$ cat src/rtl/jms_pipe_pkg.sv
`default_nettype none
// +--------------------------------------------------------------------------+
// | jms_pipe_pkg : shared constants, sizing helpers and stage record type     |
// | Optional feature macro: JMS_PIPE_PARITY_EN                                |
// | Rev 1.0                                                                   |
// +--------------------------------------------------------------------------+
package jms_pipe_pkg;

    localparam int DEF_WIDTH = 8;
    localparam int DEF_DEPTH = 4;

`ifdef JMS_PIPE_PARITY_EN
    localparam int PAR_BITS = 1;
`else
    localparam int PAR_BITS = 0;
`endif

    function automatic int occ_width(input int depth);
        return $clog2(depth + 1);
    endfunction

    function automatic int stage_bits(input int width);
        return 1 + PAR_BITS + width;
    endfunction

    typedef struct packed {
        logic                 valid;
`ifdef JMS_PIPE_PARITY_EN
        logic                 parity;
`endif
        logic [DEF_WIDTH-1:0] data;
    } stage_def_t;

endpackage
`default_nettype wire

$ cat src/rtl/jms_pipe_if.sv
`default_nettype none
// +--------------------------------------------------------------------------+
// | jms_pipe_if : valid/ready upstream + downstream bundle of the pipeline    |
// | Optional feature macro: JMS_PIPE_PARITY_EN (adds parityErr)               |
// | Rev 1.0                                                                   |
// +--------------------------------------------------------------------------+
interface jms_pipe_if #(
    parameter int WIDTH = jms_pipe_pkg::DEF_WIDTH,
    parameter int DEPTH = jms_pipe_pkg::DEF_DEPTH
);
    import jms_pipe_pkg::*;

    logic                          inValid;
    logic                          inReady;
    logic [WIDTH-1:0]              inData;
    logic                          outValid;
    logic                          outReady;
    logic [WIDTH-1:0]              outData;
    logic [occ_width(DEPTH)-1:0]   occupancy;
`ifdef JMS_PIPE_PARITY_EN
    logic                          parityErr;
`endif

    modport master (
        output inValid,
        output inData,
        output outReady,
`ifdef JMS_PIPE_PARITY_EN
        input  parityErr,
`endif
        input  inReady,
        input  outValid,
        input  outData,
        input  occupancy
    );

    modport slave (
        input  inValid,
        input  inData,
        input  outReady,
`ifdef JMS_PIPE_PARITY_EN
        output parityErr,
`endif
        output inReady,
        output outValid,
        output outData,
        output occupancy
    );

endinterface
`default_nettype wire

$ cat src/rtl/jms_pipe_stage.sv
`default_nettype none
// +--------------------------------------------------------------------------+
// | jms_pipe_stage : one elastic stage (valid, data, optional parity)         |
// | Optional feature macro: JMS_PIPE_PARITY_EN                                |
// | Rev 1.0                                                                   |
// +--------------------------------------------------------------------------+
module jms_pipe_stage
    import jms_pipe_pkg::*;
#(
    parameter int               WIDTH    = DEF_WIDTH,
    parameter logic [WIDTH-1:0] INIT_VAL = '0
) (
    input  wire logic             clk,
    input  wire logic             rstN,
    input  wire logic             flush_i,
    input  wire logic             load_i,
    input  wire logic             valid_i,
    input  wire logic [WIDTH-1:0] data_i,
`ifdef JMS_PIPE_PARITY_EN
    input  wire logic             parity_i,
    output logic                  parity_o,
`endif
    output logic                  valid_o,
    output logic [WIDTH-1:0]      data_o
);

    typedef struct packed {
        logic             valid;
`ifdef JMS_PIPE_PARITY_EN
        logic             parity;
`endif
        logic [WIDTH-1:0] data;
    } stage_t;

    stage_t stage_q;
    stage_t stage_d;

    // Flush clears only the valid bit; payload registers keep their contents.
    always_comb begin
        stage_d = stage_q;
        if (flush_i) begin
            stage_d.valid = 1'b0;
        end else if (load_i) begin
            stage_d.valid  = valid_i;
            stage_d.data   = data_i;
`ifdef JMS_PIPE_PARITY_EN
            stage_d.parity = parity_i;
`endif
        end
    end

    always_ff @(posedge clk) begin
        if (!rstN) begin
            stage_q.valid  <= 1'b0;
            stage_q.data   <= INIT_VAL;
`ifdef JMS_PIPE_PARITY_EN
            stage_q.parity <= ^INIT_VAL;
`endif
        end else begin
            stage_q <= stage_d;
        end
    end

    assign valid_o  = stage_q.valid;
    assign data_o   = stage_q.data;
`ifdef JMS_PIPE_PARITY_EN
    assign parity_o = stage_q.parity;
`endif

endmodule
`default_nettype wire

$ cat src/rtl/jms_pipe_reg.sv
`default_nettype none
// +--------------------------------------------------------------------------+
// | jms_pipe_reg : DEPTH-stage elastic register pipeline, bubble collapsing,  |
// | flush and occupancy count. Optional macro: JMS_PIPE_PARITY_EN. Rev 1.0    |
// +--------------------------------------------------------------------------+
module jms_pipe_reg
    import jms_pipe_pkg::*;
#(
    parameter int          WIDTH   = DEF_WIDTH,
    parameter int          DEPTH   = DEF_DEPTH,
    parameter int unsigned INITIAL = 0
) (
    input  wire logic  clk,
    input  wire logic  rstN,
    input  wire logic  flush,
    jms_pipe_if.slave  bus
);

    localparam int               c_occ_w = occ_width(DEPTH);
    localparam logic [WIDTH-1:0] c_init  = WIDTH'(INITIAL);

    logic [DEPTH-1:0]   w_v;
    logic [WIDTH-1:0]   w_d [DEPTH];
    logic [DEPTH:0]     w_rdy;
    logic               w_accept;
    logic               w_emit;
    logic [c_occ_w-1:0] occ_q;
    logic [c_occ_w-1:0] occ_d;
`ifdef JMS_PIPE_PARITY_EN
    logic [DEPTH-1:0]   w_p;
    logic               parity_err_q;
`endif

    // An empty stage is always ready, so bubbles never stall upstream.
    always_comb begin
        w_rdy        = '0;
        w_rdy[DEPTH] = bus.outReady;
        for (int i = DEPTH - 1; i >= 0; i--) begin
            w_rdy[i] = ~w_v[i] | w_rdy[i+1];
        end
    end

    for (genvar gi = 0; gi < DEPTH; gi++) begin : g_stage
        logic             w_vin;
        logic [WIDTH-1:0] w_din;
`ifdef JMS_PIPE_PARITY_EN
        logic             w_pin;
`endif
        if (gi == 0) begin : g_head
            assign w_vin = bus.inValid;
            assign w_din = bus.inData;
`ifdef JMS_PIPE_PARITY_EN
            assign w_pin = ^bus.inData;
`endif
        end else begin : g_body
            assign w_vin = w_v[gi-1];
            assign w_din = w_d[gi-1];
`ifdef JMS_PIPE_PARITY_EN
            assign w_pin = w_p[gi-1];
`endif
        end

        jms_pipe_stage #(
            .WIDTH    (WIDTH),
            .INIT_VAL (c_init)
        ) u_stage (
            .clk      (clk),
            .rstN     (rstN),
            .flush_i  (flush),
            .load_i   (w_rdy[gi]),
            .valid_i  (w_vin),
            .data_i   (w_din),
`ifdef JMS_PIPE_PARITY_EN
            .parity_i (w_pin),
            .parity_o (w_p[gi]),
`endif
            .valid_o  (w_v[gi]),
            .data_o   (w_d[gi])
        );
    end

    assign w_accept = bus.inValid & w_rdy[0];
    assign w_emit   = w_v[DEPTH-1] & bus.outReady;

    always_comb begin
        occ_d = occ_q;
        if (flush) begin
            occ_d = '0;
        end else if (w_accept && !w_emit) begin
            occ_d = occ_q + c_occ_w'(1);
        end else if (w_emit && !w_accept) begin
            occ_d = occ_q - c_occ_w'(1);
        end
    end

    always_ff @(posedge clk) begin
        if (!rstN) begin
            occ_q <= '0;
        end else begin
            occ_q <= occ_d;
        end
    end

`ifdef JMS_PIPE_PARITY_EN
    always_ff @(posedge clk) begin
        if (!rstN) begin
            parity_err_q <= 1'b0;
        end else begin
            parity_err_q <= w_emit & ~flush & ((^w_d[DEPTH-1]) != w_p[DEPTH-1]);
        end
    end

    assign bus.parityErr = parity_err_q;
`endif

    assign bus.inReady   = w_rdy[0];
    assign bus.outValid  = w_v[DEPTH-1];
    assign bus.outData   = w_d[DEPTH-1];
    assign bus.occupancy = occ_q;

endmodule
`default_nettype wire

$ cat src/flat_wrapper.sv
// flat-port wrapper written by rule: the top's interface ports become plain ports
module jms_pipe_reg_flat import jms_pipe_pkg::*;
#(
    parameter int          WIDTH   = DEF_WIDTH,
    parameter int          DEPTH   = DEF_DEPTH,
    parameter int unsigned INITIAL = 0
)
  (clk, rstN, flush, bus_inValid, bus_inData, bus_outReady, bus_inReady, bus_outValid, bus_outData, bus_occupancy);
  jms_pipe_if #(.WIDTH(WIDTH), .DEPTH(DEPTH)) bus_i ();
  input  wire logic clk;
  input  wire logic rstN;
  input  wire logic flush;
  input wire logic [$bits(bus_i.inValid)-1:0] bus_inValid;
  input wire logic [$bits(bus_i.inData)-1:0] bus_inData;
  input wire logic [$bits(bus_i.outReady)-1:0] bus_outReady;
  output wire logic [$bits(bus_i.inReady)-1:0] bus_inReady;
  output wire logic [$bits(bus_i.outValid)-1:0] bus_outValid;
  output wire logic [$bits(bus_i.outData)-1:0] bus_outData;
  output wire logic [$bits(bus_i.occupancy)-1:0] bus_occupancy;
  assign bus_i.inValid = bus_inValid;
  assign bus_i.inData = bus_inData;
  assign bus_i.outReady = bus_outReady;
  assign bus_inReady = bus_i.inReady;
  assign bus_outValid = bus_i.outValid;
  assign bus_outData = bus_i.outData;
  assign bus_occupancy = bus_i.occupancy;
  jms_pipe_reg #(.WIDTH(WIDTH), .DEPTH(DEPTH), .INITIAL(INITIAL)) u_core (.clk(clk), .rstN(rstN), .flush(flush), .bus(bus_i));
endmodule
$ cat config.mk
export PLATFORM = sky130hd
export DESIGN_NAME = jms_pipe_reg_flat
export DESIGN_NICKNAME = d
export VERILOG_FILES = /design/src/rtl/jms_pipe_pkg.sv /design/src/rtl/jms_pipe_if.sv /design/src/rtl/jms_pipe_stage.sv /design/src/rtl/jms_pipe_reg.sv /design/src/flat_wrapper.sv
export SDC_FILE = /design/constraint.sdc
export NUM_CORES = 1
export LEC_CHECK = 0
export BUFFER_PORTS_ARGS = -buffer_cell sky130_fd_sc_hd__buf_4
export CORE_UTILIZATION = 47
export CTS_CLUSTER_SIZE = 14
export DETAILED_ROUTE_END_ITERATION = 10
export GPL_TIMING_DRIVEN = 0
export PLACE_DENSITY = 0.68
export SKIP_CTS_REPAIR_TIMING = 1
export SYNTH_ARGS = -nofsm -noshare
export SYNTH_HDL_FRONTEND = slang
export SYNTH_SLANG_ARGS = --single-unit
export TNS_END_PERCENT = 10
$ cat constraint.sdc
create_clock -name clk -period 6.7 [get_ports clk]
set_input_delay 1.34 -clock clk [delete_from_list [all_inputs] [get_ports clk]]
set_output_delay 1.34 -clock clk [all_outputs]
set_load 0.1 [all_outputs]
==> reports/qor.yml <==
status: "finished, final reports clean"
finalSetupViolCount: 0
ir_worst_vdd_uv: 109
cell_types_with_the_largest_area_share_after_synthesis: "sky130_fd_sc_hd__dfxtp_1, sky130_fd_sc_hd__mux2i_1, sky130_fd_sc_hd__nand3_1"
power_uw: 480
first_pass_iters: 4
clock_sinks: 39
synth.yosys.seq_area_share_pct: 43.1
totalWireLength_um: 3700
vias_per_cell: 5.25
clock-skew-final_ns: 0.00426
synth_cell_type_count: 29
required_ns: 5.36
track_usage_pct: 20.0
grt_antenna_before_repair: 0
rows: 22
power.leakage_nw: 0.893
layout_setup_ws_ns: 3.05
synth_top_cell_by_area: "sky130_fd_sc_hd__dfxtp_1"
drtAntennaViolNets: 0
path_clk_slew_ns: 0.07
rsz_0062_raised_after_global_routing: "no"
power_frac_seq_pct: 51.8
die_outline_height_um: 64.1
clockRootBuffer: "sky130_fd_sc_hd__clkbuf_8"
cts_tree: "built"
syn_nets: 209
cts_inserted_buffers: 5
gr-total-overflow: 0
p_clk_share_pct: 35.9
fin_setup_tns_ns: 0
hpwlAfterDp_um: 2770
synth_top_area_share_pct: 43.1
core_mm2: 0.00369
switching_share_pct: 25.0
worst-endpoint-arrival_ns: 2.31
worst_case_setup_slack_after_placement_ns: 3.05
global_route_wire_length_before_repair_um: 6290
fmax_mhz: 274
start_kind: "input pin"
drc: 0
final_hold_viol_count: 0
cp_max_fo: 10
gpl.final_weighted_congestion: 0.826
drv.max_cap_violation_count: 0
worstSetupEndpointType: "output pin"
fin_crit_ns: 3.65
worst-slew-pin-transition_ns: 0.464
pwr-share-comb_pct: 12.3
die_w_um: 64.1
ys.warnings.count: 0
timing.setup.critical_path_class: "in2out"
fin_crit_sh_pct: 54.5
timing.max_slew.rel_slack_pct: 69.1
total_power_divided_by_cell_area_mw_per_mm2: 222
syn2layout_area_growth_pct: 19.2
drive_above_1_share_pct: 23.3
clkLatencyLatePin_ns: 0.29
wire_per_inst_um: 13.5
min-delay-path-class: "reg2reg"
diodes: 0
nNetsFinal: 241
vias_in_the_first_global_route: 1426
h-tree-depth: 2
cells_after_synth: 194
clock_tree.buffer_depth: 2
die_area_mm2: 0.00411
power.internal_uw: 360
area_of_the_mapped_netlist_mm2: 0.00181
buffer_ports.inserted: 25
io-pin-count: 26
grt_max_degree: 12
routed-via-count: 1443
synth-seq-cells: 39
pins_over_slew_limit: 0
avgSynthCellArea_um2: 9.34
switching_power_uw: 120
effective_utilization_at_floorplan_pct: 49.1
initialDrtViolationCount: 55
==> power by group through the flow <==
| stage | clock (mW) | sequential [mW] | combinational (mW) |
|---|---|---|---|
| after floorplan | 0 | 0.262 | 0.0324 |
| after global placement | 0 | 0.253 | 0.0573 |
| after detailed placement | 0 | 0.254 | 0.0593 |
| after CTS | 0.177 | 0.249 | 0.0594 |
| after global routing | 0.188 | 0.250 | 0.0644 |
| final | 0.172 | 0.249 | 0.0590 |
==> state kept, by name (all words and copies together) (netlist names) <==
name,count
u_core.g_stage.u_stage.valid_o,4
u_core.g_stage.u_stage.data_o,32
u_core.bus.occupancy,3
==> metal layers <==
layer | routed length (um) | track usage [%] | share of wire [%]
met5 | 0 | 0 | 0
met4 | 78 | 10.5 | 2.1
met3 | 145 | 4.64 | 3.9
met2 | 1790 | 34.2 | 48
met1 | 1680 | 23.1 | 45
==> through the flow <==
stage	area, um2	instances	hold WS [ns]	utilization [%]
5_1_grt	2160	275	0.491	58.5
6_report	2160	275	0.461	58.5
4_1_cts	2160	275	0.462	58.5
3_3_place_gp	2060	267	0.448	55.8
3_5_place_dp	2060	267	0.448	55.8
2_1_floorplan	1810	194	0.435	-
==> worst paths after layout <==
kind,from,to,slack [ns],cells past startpoint
hold / removal,u_core.g_stage[2].u_stage.data_o[1]$_SDFFE_PN0P_,u_core.g_stage[2].u_stage.data_o[1]$_SDFFE_PN0P_,0.46,2
setup / recovery,bus_outReady,bus_inReady,3.05,5
hold reg to reg,u_core.g_stage[2].u_stage.data_o[1]$_SDFFE_PN0P_,u_core.g_stage[2].u_stage.data_o[1]$_SDFFE_PN0P_,0.46,2
setup reg to reg,u_core.g_stage[2].u_stage.valid_o$_SDFFE_PP0P_,u_core.bus.occupancy[2]$_SDFFE_PP0P_,4.44,9
==> layout make-up <==
type                            instances  area (um2)
Clock buffer                            8         100
Timing Repair Buffer                   25         188
Inverter                               11        41.3
Tap cell                               48        60.1
Fill cell                             347        1530
Sequential cell                        39         781
Multi-Input combinational cell        130         906
Buffer                                 14        83.8
==> cells by family (layout without fill, tap and decap cells) <==
kind of cell               Yosys count  after routing  share of synthesized area [%]
muxes                               25             25                           15.6
xor gates and xnor gates             2              2                          0.967
buffers and inverters               25             58                           6.91
AOI/OAI and AO/OA                   30             30                           11.7
adders and majority gates            2              2                           1.80
DFF                                 39             39                           43.1
and+or+nand+nor                     71             71                           20.0
==> synthesized netlist by cell type <==
master,number
sky130_fd_sc_hd__o21ai_0,9
sky130_fd_sc_hd__fa_1,1
sky130_fd_sc_hd__mux2i_1,17
sky130_fd_sc_hd__nor2_8,1
sky130_fd_sc_hd__ha_1,1
sky130_fd_sc_hd__and4b_4,1
sky130_fd_sc_hd__and2b_1,1
sky130_fd_sc_hd__nand2_1,27
sky130_fd_sc_hd__nor2_1,7
sky130_fd_sc_hd__nand3b_1,8
sky130_fd_sc_hd__a21oi_4,1
sky130_fd_sc_hd__a21boi_0,8
sky130_fd_sc_hd__or3_1,1
sky130_fd_sc_hd__xor2_1,2
sky130_fd_sc_hd__dfxtp_1,39
sky130_fd_sc_hd__o311ai_0,2
sky130_fd_sc_hd__mux2_2,2
sky130_fd_sc_hd__buf_12,1
sky130_fd_sc_hd__buf_2,6
sky130_fd_sc_hd__nand2b_1,1
sky130_fd_sc_hd__o311ai_1,6
sky130_fd_sc_hd__buf_1,3
sky130_fd_sc_hd__mux2_4,6
sky130_fd_sc_hd__buf_4,2
sky130_fd_sc_hd__a21oi_1,4
sky130_fd_sc_hd__inv_2,1
sky130_fd_sc_hd__inv_1,10
sky130_fd_sc_hd__clkbuf_1,2
sky130_fd_sc_hd__nand3_1,24
==> placed cells by master, fill, tap and decap left out, types with 2 or more instances in the layout <==
master	instances
sky130_fd_sc_hd__dfxtp_1	39
sky130_fd_sc_hd__nand2_1	27
sky130_fd_sc_hd__buf_4	27
sky130_fd_sc_hd__nand3_1	24
sky130_fd_sc_hd__mux2i_1	17
sky130_fd_sc_hd__inv_1	10
sky130_fd_sc_hd__o21ai_0	9
sky130_fd_sc_hd__a21boi_0	8
sky130_fd_sc_hd__nand3b_1	8
sky130_fd_sc_hd__nor2_1	7
sky130_fd_sc_hd__clkbuf_8	7
sky130_fd_sc_hd__buf_2	6
sky130_fd_sc_hd__mux2_4	6
sky130_fd_sc_hd__o311ai_1	6
sky130_fd_sc_hd__a21oi_1	4
sky130_fd_sc_hd__buf_1	3
sky130_fd_sc_hd__clkbuf_1	3
sky130_fd_sc_hd__xor2_1	2
sky130_fd_sc_hd__mux2_2	2
sky130_fd_sc_hd__o311ai_0	2
==> critical path, cell delays in order <==
cell,delay (ns)
sky130_fd_sc_hd__buf_4,0.12
sky130_fd_sc_hd__and4b_4,0.37
sky130_fd_sc_hd__buf_12,0.16
sky130_fd_sc_hd__nand2_1,0.08
sky130_fd_sc_hd__buf_4,0.24
Note: power is estimated with default switching activity, not from simulation.
